===== config.mk =====
export PLATFORM = sky130hd
export DESIGN_NAME = uart_rx
export DESIGN_NICKNAME = d
export VERILOG_FILES = /design/src/rtl/uart_rx_pkg.sv /design/src/rtl/uart_rx_fifo.sv /design/src/rtl/uart_rx.sv
export SDC_FILE = /design/constraint.sdc
export NUM_CORES = 1
export LEC_CHECK = 0
export BUFFER_PORTS_ARGS = -buffer_cell sky130_fd_sc_hd__buf_2
export CORE_AREA = 2 2 101 103
export CTS_BUF_LIST = sky130_fd_sc_hd__clkbuf_2
export DETAILED_ROUTE_END_ITERATION = 6
export DIE_AREA = 0 0 103 105
export SKIP_CTS_REPAIR_TIMING = 1
export SLEW_MARGIN = 5
export SYNTH_ARGS = -nofsm -noshare
export SYNTH_HDL_FRONTEND = slang
export SYNTH_SLANG_ARGS = --single-unit

===== constraint.sdc =====
create_clock -name clk_i -period 6.4 [get_ports clk_i]
set_clock_uncertainty 0.1 [all_clocks]
set_input_delay 0.96 -clock clk_i [delete_from_list [all_inputs] [get_ports clk_i]]
set_output_delay 0.96 -clock clk_i [all_outputs]
set_load 0.02 [all_outputs]

===== src/rtl/uart_rx_pkg.sv =====
// Shared UART configuration: default line parameters, the clocks-per-bit
// helper and the receiver FSM state encoding.
package uart_rx_pkg;

    localparam int unsigned CLK_FREQ_HZ_DEF = 100_000_000;
    localparam int unsigned BAUD_RATE_DEF   = 1_000_000;

    // Number of core clocks per serial bit; the ratio is expected to be exact.
    function automatic int unsigned clksPerBit(input int unsigned clkHz,
                                               input int unsigned baud);
        return clkHz / baud;
    endfunction

    typedef enum logic [2:0] {
        ST_IDLE      = 3'd0,
        ST_START     = 3'd1,
        ST_DATA      = 3'd2,
        ST_STOP      = 3'd3,
        ST_WAIT_IDLE = 3'd4
    } rxState_e;

endpackage


===== src/rtl/uart_rx_fifo.sv =====
// Small synchronous first-word-fall-through FIFO for received bytes.
// Pointers carry one extra wrap bit so full and empty are distinguishable.
module uart_rx_fifo #(
    parameter int unsigned DEPTH = 4,
    parameter int unsigned WIDTH = 8
) (
    input  logic             clk_i,
    input  logic             rst_ni,
    input  logic             push_i,
    input  logic [WIDTH-1:0] pushData_i,
    input  logic             pop_i,
    output logic [WIDTH-1:0] headData_o,
    output logic             full_o,
    output logic             empty_o
);

    localparam int unsigned AW = $clog2(DEPTH);

    logic [AW:0]      wrPtr_q;
    logic [AW:0]      rdPtr_q;
    logic [WIDTH-1:0] mem_q [DEPTH];
    logic             doPush;
    logic             doPop;

    assign empty_o    = (wrPtr_q == rdPtr_q);
    assign full_o     = (wrPtr_q[AW] != rdPtr_q[AW]) &&
                        (wrPtr_q[AW-1:0] == rdPtr_q[AW-1:0]);
    assign doPop      = pop_i && !empty_o;
    // A pop in the same cycle frees a slot, so a full FIFO can still accept.
    assign doPush     = push_i && (!full_o || doPop);
    assign headData_o = mem_q[rdPtr_q[AW-1:0]];

    // Pointer update; wrap-around comes from the natural overflow of the counters.
    always_ff @(posedge clk_i or negedge rst_ni) begin
        if (!rst_ni) begin
            wrPtr_q <= '0;
            rdPtr_q <= '0;
        end else begin
            if (doPush) wrPtr_q <= wrPtr_q + 1'b1;
            if (doPop)  rdPtr_q <= rdPtr_q + 1'b1;
        end
    end

    // Storage write; contents are qualified by the pointers so no reset is needed.
    always_ff @(posedge clk_i) begin
        if (doPush) mem_q[wrPtr_q[AW-1:0]] <= pushData_i;
    end

endmodule


===== src/rtl/uart_rx.sv =====
// UART receiver: 8N1, LSB first, idle-high line. Bytes are rebuilt by a
// bit-timing FSM and queued in a FWFT FIFO; framing and overrun errors are sticky.
module uart_rx
    import uart_rx_pkg::*;
#(
    parameter int unsigned CLK_FREQ_HZ = CLK_FREQ_HZ_DEF,
    parameter int unsigned BAUD_RATE   = BAUD_RATE_DEF,
    parameter int unsigned FIFO_DEPTH  = 4
) (
    input  logic       clk_i,
    input  logic       rst_ni,
    input  logic       rxd_i,
    output logic [7:0] rx_data_o,
    output logic       rx_valid_o,
    input  logic       rx_ready_i,
    output logic       busy_o,
    output logic       frame_err_o,
    output logic       overrun_o,
    input  logic       err_clr_i
);

    localparam int unsigned CLKS_PER_BIT = clksPerBit(CLK_FREQ_HZ, BAUD_RATE);
    localparam int unsigned CW           = $clog2(CLKS_PER_BIT);
    localparam logic [CW-1:0] CNT_HALF   = CW'(CLKS_PER_BIT / 2 - 1);
    localparam logic [CW-1:0] CNT_FULL   = CW'(CLKS_PER_BIT - 1);

    logic [1:0]    sync_q;
    logic          rxs;
    rxState_e      state_q;
    logic [CW-1:0] bitCnt_q;
    logic [2:0]    bitIdx_q;
    logic [7:0]    shift_q;
    logic          frameErr_q;
    logic          overrun_q;

    logic          pushByte_d;
    logic          frameErrSet_d;
    logic          overrunSet_d;
    logic          fifoPop_d;
    logic          fifoFull;
    logic          fifoEmpty;
    logic [7:0]    fifoHead;

    assign rxs = sync_q[1];

    // Two-flop synchroniser; preset high so reset never looks like a start bit.
    always_ff @(posedge clk_i or negedge rst_ni) begin
        if (!rst_ni) sync_q <= 2'b11;
        else         sync_q <= {sync_q[0], rxd_i};
    end

    // Stop-bit sample points decide push or framing error in the same cycle.
    assign pushByte_d    = (state_q == ST_STOP) && (bitCnt_q == CNT_FULL) && rxs;
    assign frameErrSet_d = (state_q == ST_STOP) && (bitCnt_q == CNT_FULL) && !rxs;
    assign fifoPop_d     = rx_ready_i && !fifoEmpty;
    assign overrunSet_d  = pushByte_d && fifoFull && !fifoPop_d;

    // Receiver FSM: start-bit qualification at mid-bit, then one sample per bit period.
    always_ff @(posedge clk_i or negedge rst_ni) begin
        if (!rst_ni) begin
            state_q  <= ST_IDLE;
            bitCnt_q <= '0;
            bitIdx_q <= '0;
            shift_q  <= 8'hFF;
        end else begin
            case (state_q)
                ST_IDLE: begin
                    if (!rxs) begin
                        state_q  <= ST_START;
                        bitCnt_q <= '0;
                    end
                end
                ST_START: begin
                    if (bitCnt_q == CNT_HALF) begin
                        bitCnt_q <= '0;
                        bitIdx_q <= '0;
                        state_q  <= rxs ? ST_IDLE : ST_DATA;
                    end else begin
                        bitCnt_q <= bitCnt_q + 1'b1;
                    end
                end
                ST_DATA: begin
                    if (bitCnt_q == CNT_FULL) begin
                        bitCnt_q <= '0;
                        shift_q  <= {rxs, shift_q[7:1]};
                        if (bitIdx_q == 3'd7) state_q  <= ST_STOP;
                        else                  bitIdx_q <= bitIdx_q + 1'b1;
                    end else begin
                        bitCnt_q <= bitCnt_q + 1'b1;
                    end
                end
                ST_STOP: begin
                    if (bitCnt_q == CNT_FULL) begin
                        bitCnt_q <= '0;
                        state_q  <= rxs ? ST_IDLE : ST_WAIT_IDLE;
                    end else begin
                        bitCnt_q <= bitCnt_q + 1'b1;
                    end
                end
                ST_WAIT_IDLE: begin
                    if (rxs) state_q <= ST_IDLE;
                end
                default: state_q <= ST_IDLE;
            endcase
        end
    end

    // Sticky error flags; a new error wins over a clear arriving in the same cycle.
    always_ff @(posedge clk_i or negedge rst_ni) begin
        if (!rst_ni) begin
            frameErr_q <= 1'b0;
            overrun_q  <= 1'b0;
        end else begin
            if (frameErrSet_d)  frameErr_q <= 1'b1;
            else if (err_clr_i) frameErr_q <= 1'b0;
            if (overrunSet_d)   overrun_q  <= 1'b1;
            else if (err_clr_i) overrun_q  <= 1'b0;
        end
    end

    uart_rx_fifo #(
        .DEPTH (FIFO_DEPTH),
        .WIDTH (8)
    ) u_fifo (
        .clk_i      (clk_i),
        .rst_ni     (rst_ni),
        .push_i     (pushByte_d),
        .pushData_i (shift_q),
        .pop_i      (fifoPop_d),
        .headData_o (fifoHead),
        .full_o     (fifoFull),
        .empty_o    (fifoEmpty)
    );

    assign rx_valid_o  = !fifoEmpty;
    assign rx_data_o   = fifoEmpty ? 8'h00 : fifoHead;
    assign busy_o      = (state_q != ST_IDLE);
    assign frame_err_o = frameErr_q;
    assign overrun_o   = overrun_q;

endmodule


; Word-level counts from Yosys, hierarchy flattened
; Memory sizes are Yosys's and may differ from the RTL's.
; Index checks and enable logic that the tools add are counted.
[word_totals]
ff_bits = 31
mem_bits_rw = 32
inputBits = 5
output_inout_bits = 12
word_cells = 79
mem_count = 1
[mem_list]
columns = name, depth, width, rd, rd_ports_with_merged_regs, wr, line
row1 = u_fifo.mem_q, 4, 8, 1, 0, 1, uart_rx_fifo.sv:21  ; logic [WIDTH-1:0] mem_q [DEPTH];
[classes]
n_addsub = 4
eq_ne = 17
n_mux = 23
n_reduce_logical = 25
[ops]
columns = cell, count
row1 = $mux W3, 10
row2 = $mux W7, 3
row3 = $pmux W7 S3, 1
row4 = $pmux W3 S5, 1
row5 = $ne A2 B2 Y1 const B, 6
row6 = $add A3 B1 Y3 const B, 3
row7 = $logic_and A1 B1 Y1, 9
row8 = $mux W8, 1
row9 = $add A7 B1 Y7 const B, 1
row10 = $eq A7 B6 Y1 const B, 1
row11 = $eq A7 B7 Y1 const B, 1
row12 = $eq A3 B2 Y1 const B, 2
row13 = $eq A3 B3 Y1 const B, 2
row14 = $pmux W3 S2, 1
row15 = $reduce_and A6 Y1, 1
row16 = $reduce_bool A2 Y1, 3
row17 = $reduce_bool A3 Y1, 2
row18 = $mux W1, 5
row19 = $logic_not A1 Y1, 4
row20 = $reduce_and A2 Y1, 2
row21 = $reduce_and A4 Y1, 1
row22 = $eq A3 B1 Y1 const B, 1
row23 = $eq A3 B3 Y1, 1
row24 = $logic_not A3 Y1, 1
row25 = 6 further kinds, 6

; Longest topological paths before layout
[depth]
depth_word = 8
depth_mapped = 6

; Modules after synthesis
; A second synthesis with hierarchy kept.
[unflattened]
hier_cells = 214
area_unflattened_um2 = 3002.9
[by_module_without_submodules]
columns = mod, n_inst, cells_per_inst, area_each_um2, seq_area_each_um2
row1 = uart_rx_fifo, 1, 89, 1614.0, 1111.1
row2 = uart_rx, 1, 125, 1388.8, 638.1

; Least setup slack after synthesis
; No wires, ideal clock.
[synth_timing]
kind = flip-flop to output port
startpoint = reg u_fifo.rdPtr_q[1]
endpoint = out rx_data_o[0]
arrival_time_ns = 1.387
path_slack_ns = 3.953
stages_incl_launch_ff = 6
n_path_buf = 2
path_cell_list = dfrtp_1 buf_4 xnor2_1 nand3b_1 clkbuf_1 and2_1
[synth_via]
elab_chain_len = 2
word_cells_on_any_way = 3
cone_classes = eq/ne (1) / mux (1) / memory (1)
[synth_lines]
columns = element, line
row1 = from (decl), uart_rx_fifo.sv:20  ; logic [AW:0] rdPtr_q;
row2 = from (signal assigned), uart_rx_fifo.sv:40  ; if (doPop) rdPtr_q <= rdPtr_q + 1'b1;
row3 = $mem_v2 Z4 W8 / $eq A3 B3 Y1 (equally long branches), -
row4 = $mux W8 (*), uart_rx.sv:136  ; assign rx_data_o = fifoEmpty ? 8'h00 : fifoHead;
row5 = to (decl), uart_rx.sv:13  ; output logic [7:0] rx_data_o,
; Mark *: on every way between the ends. The rest lies on a longest branch, timed or not.

; Worst setup path after layout
[layout_timing]
startpoint = reg u_fifo.rdPtr_q[0]
endpoint = out rx_data_o[7]
; The elaborated chain is that of the path after synthesis.

==> flow_summary.ini <==
[clock_network]
cts_max_path_buffers = 2
htreeDepth = 3
numCtsBuffers = 9
cts-root-buf = clkbuf_2
cts_tree = done
clock-sinks = 63
clk_pin_slew_ps = 190
clkLatencyLatePin_ps = 480

[grt]
antenna_found_initial = 0
grt_max_degree = 32
grt_pass1_wl_um = 7940
grt_pass1_vias = 1556
grt_use_total = 0.0981
grt-ovfl-total = 0

[setup_path]
rr_startpoint = bitCnt_q[0]
rr_endpoint = u_fifo.mem_q[0][0]
path_max_fanout = 11
reg2reg_slack_ps = 3740
endpoint = rx_data_o[7]
startpoint = u_fifo.rdPtr_q[0]
crit_arrival_ps = 2200
worstSetupStartpointType = register
required_ps = 5340
end_kind = output port
path_class = register to output port
r2r_cells = 5

[sta]
max_freq_mhz = 307
fin_setup_tns_ps = 0
min_period_ps = 3260
slew_headroom = 0.545
min_period_over_period = 0.509
worst_slew_pin_slew_ps = 683
setup_viol = 0
finalHoldViolations = 0
rsz0062_at_grt = no
report.final.slew_viol_count = 0
finalWorstSetupSlack_ps = 3140

[detailed_routing]
vias = 1640
drtIter0Drc = 52
post_drt_wl_per_cell_um = 13.8
drt_wl_total_um = 4930
vias_per_cell = 4.58
ant_nets = 0
route.detailed.drc = 0
firstDrtPassIters = 4

[synth]
synthArstFlopShare = 0.492
synth.distinct_cells = 46
postSynthAreaPerCell_um2 = 14.2
ys.flop_type = edfxtp_1
synth_top_family_by_area = simple AND/OR/NAND/NOR gates
yosysWarnings = 0
synth_area_um2 = 2860
synth_fa_ha_area_frac = 0.0393
yosysSeqAreaShare = 0.611
syn-num-nets = 215
yosys_register_bits = 63
synth_compound_area_frac = 0.0668
synth_mux_area_frac = 0.114
syn_inst = 201
synthSimpleGateAreaFrac = 0.119
yosysTopAreaCellShare = 0.336
synth_top_cell_by_area = edfxtp_1
synth_area_leaders = edfxtp_1 34%, dfrtp_1 18%, dfstp_2 9.2%, mux4_2 6.3%, ha_1 3.9%
yosys.area_share.xor_xnor = 0.0214
synth-edff-count = 32

[floorplanning]
initial_core_util = 0.297
io_pins = 17
core_um2 = 9640
die_h_um = 105
num_rows = 36
dieArea_um2 = 10800
die_width_um = 103

[pwr]
powerDensity_nw_per_um2 = 236
p_leak_nw = 1.27
finalPower_mw = 0.746
vdd_drop_max_uv = 81.1

[finish]
final_nets = 234
utilization = 0.328
drive_gt1_frac = 0.284
final_common_cell = edfxtp_1
syn2layout_area_growth_pct = 10.3
final_cell_mix = 32 x edfxtp_1, 21 x dfrtp_1, 16 x nand2_1, 16 x buf_2, 12 x and2_1
diodes = 0

[hold_path]
hp-class = register to register

[flow_run]
drv_cap = 0

[placed_design]
globalplace.congestion = 0.735
dp_hpwl_um = 3340
post-place-ws_ps = 3600
port_buffers = 16

[status]
outcome = finished, final reports clean
==> per-layer routing <==
metal  up-vias  share of wire  track usage
met5         -              0            0
met4         0          0.015       0.0423
met3        10          0.036       0.0288
met2        24           0.49        0.149
met1       822           0.46        0.129
li1        784              -            -
==> how the worst min path moves through the flow <==
stage	end	depth (start not counted)	from
2_1_floorplan	sync_q[1]	0	sync_q[0]
3_3_place_gp	sync_q[1]	0	sync_q[0]
3_5_place_dp	sync_q[1]	0	sync_q[0]
4_1_cts	sync_q[1]	0	sync_q[0]
5_1_grt	sync_q[1]	0	sync_q[0]
6_report	sync_q[1]	0	sync_q[0]
==> sequential cells by signal, indices dropped and copies added, names as in the netlist <==
register        cells
u_fifo.mem_q       32
shift_q             8
bitCnt_q            7
bitIdx_q            3
state_q             3
u_fifo.rdPtr_q      3
u_fifo.wrPtr_q      3
sync_q              2
frame_err_o         1
overrun_o           1
==> Yosys cell counts, types with 3 or more instances <==
master	n
nand2_1	16
mux2_2	9
nor2_1	6
o211ai_1	6
nor3_1	3
ha_1	9
nand3_1	6
a21oi_1	3
inv_1	9
mux4_2	8
o21ai_0	3
dfrtp_1	21
dfstp_2	10
edfxtp_1	32
o22ai_1	3
and2_1	12
xnor2_1	5
buf_2	4
==> cell families (layout without fill, tap and decap cells) <==
family	Yosys count	after routing
simple gates	57	57
flops	63	63
fa+ha+maj	9	9
buf+inv	17	41
compound gates	27	27
mux	21	21
xor+xnor	7	7
==> where the power goes <==
| part | leakage [nW] | switching, mW | internal, mW |
|---|---|---|---|
| clock | 0.0520 | 0.154 | 0.0507 |
| sequential | 0.737 | 0.0366 | 0.434 |
| combinational | 0.480 | 0.0283 | 0.0425 |
| total | 1.27 | 0.219 | 0.527 |
==> cell type report <==
class,instances,area [um^2]
well taps,133,166
repair buffers,16,80.1
clock inverters,7,48.8
inverters,9,33.8
fillers,976,6480
clock buffers,9,45.0
multi-input cells,121,1030
flip-flops and latches,63,1750
==> worst max-delay path: stages (launching register included) <==
cell and delay, ps:
dfrtp_1 800, mux4_2 590, and2_1 170, buf_2 150
==> through the flow <==
stage                     cells  area, um^2  hold slack, ps
after detailed placement    342        3060             247
after global placement      342        3060             247
final                       358        3160             277
after CTS                   358        3160             270
after global routing        358        3160             297
after floorplan             201        2860             245
Power figures use the tool's default switching activity.
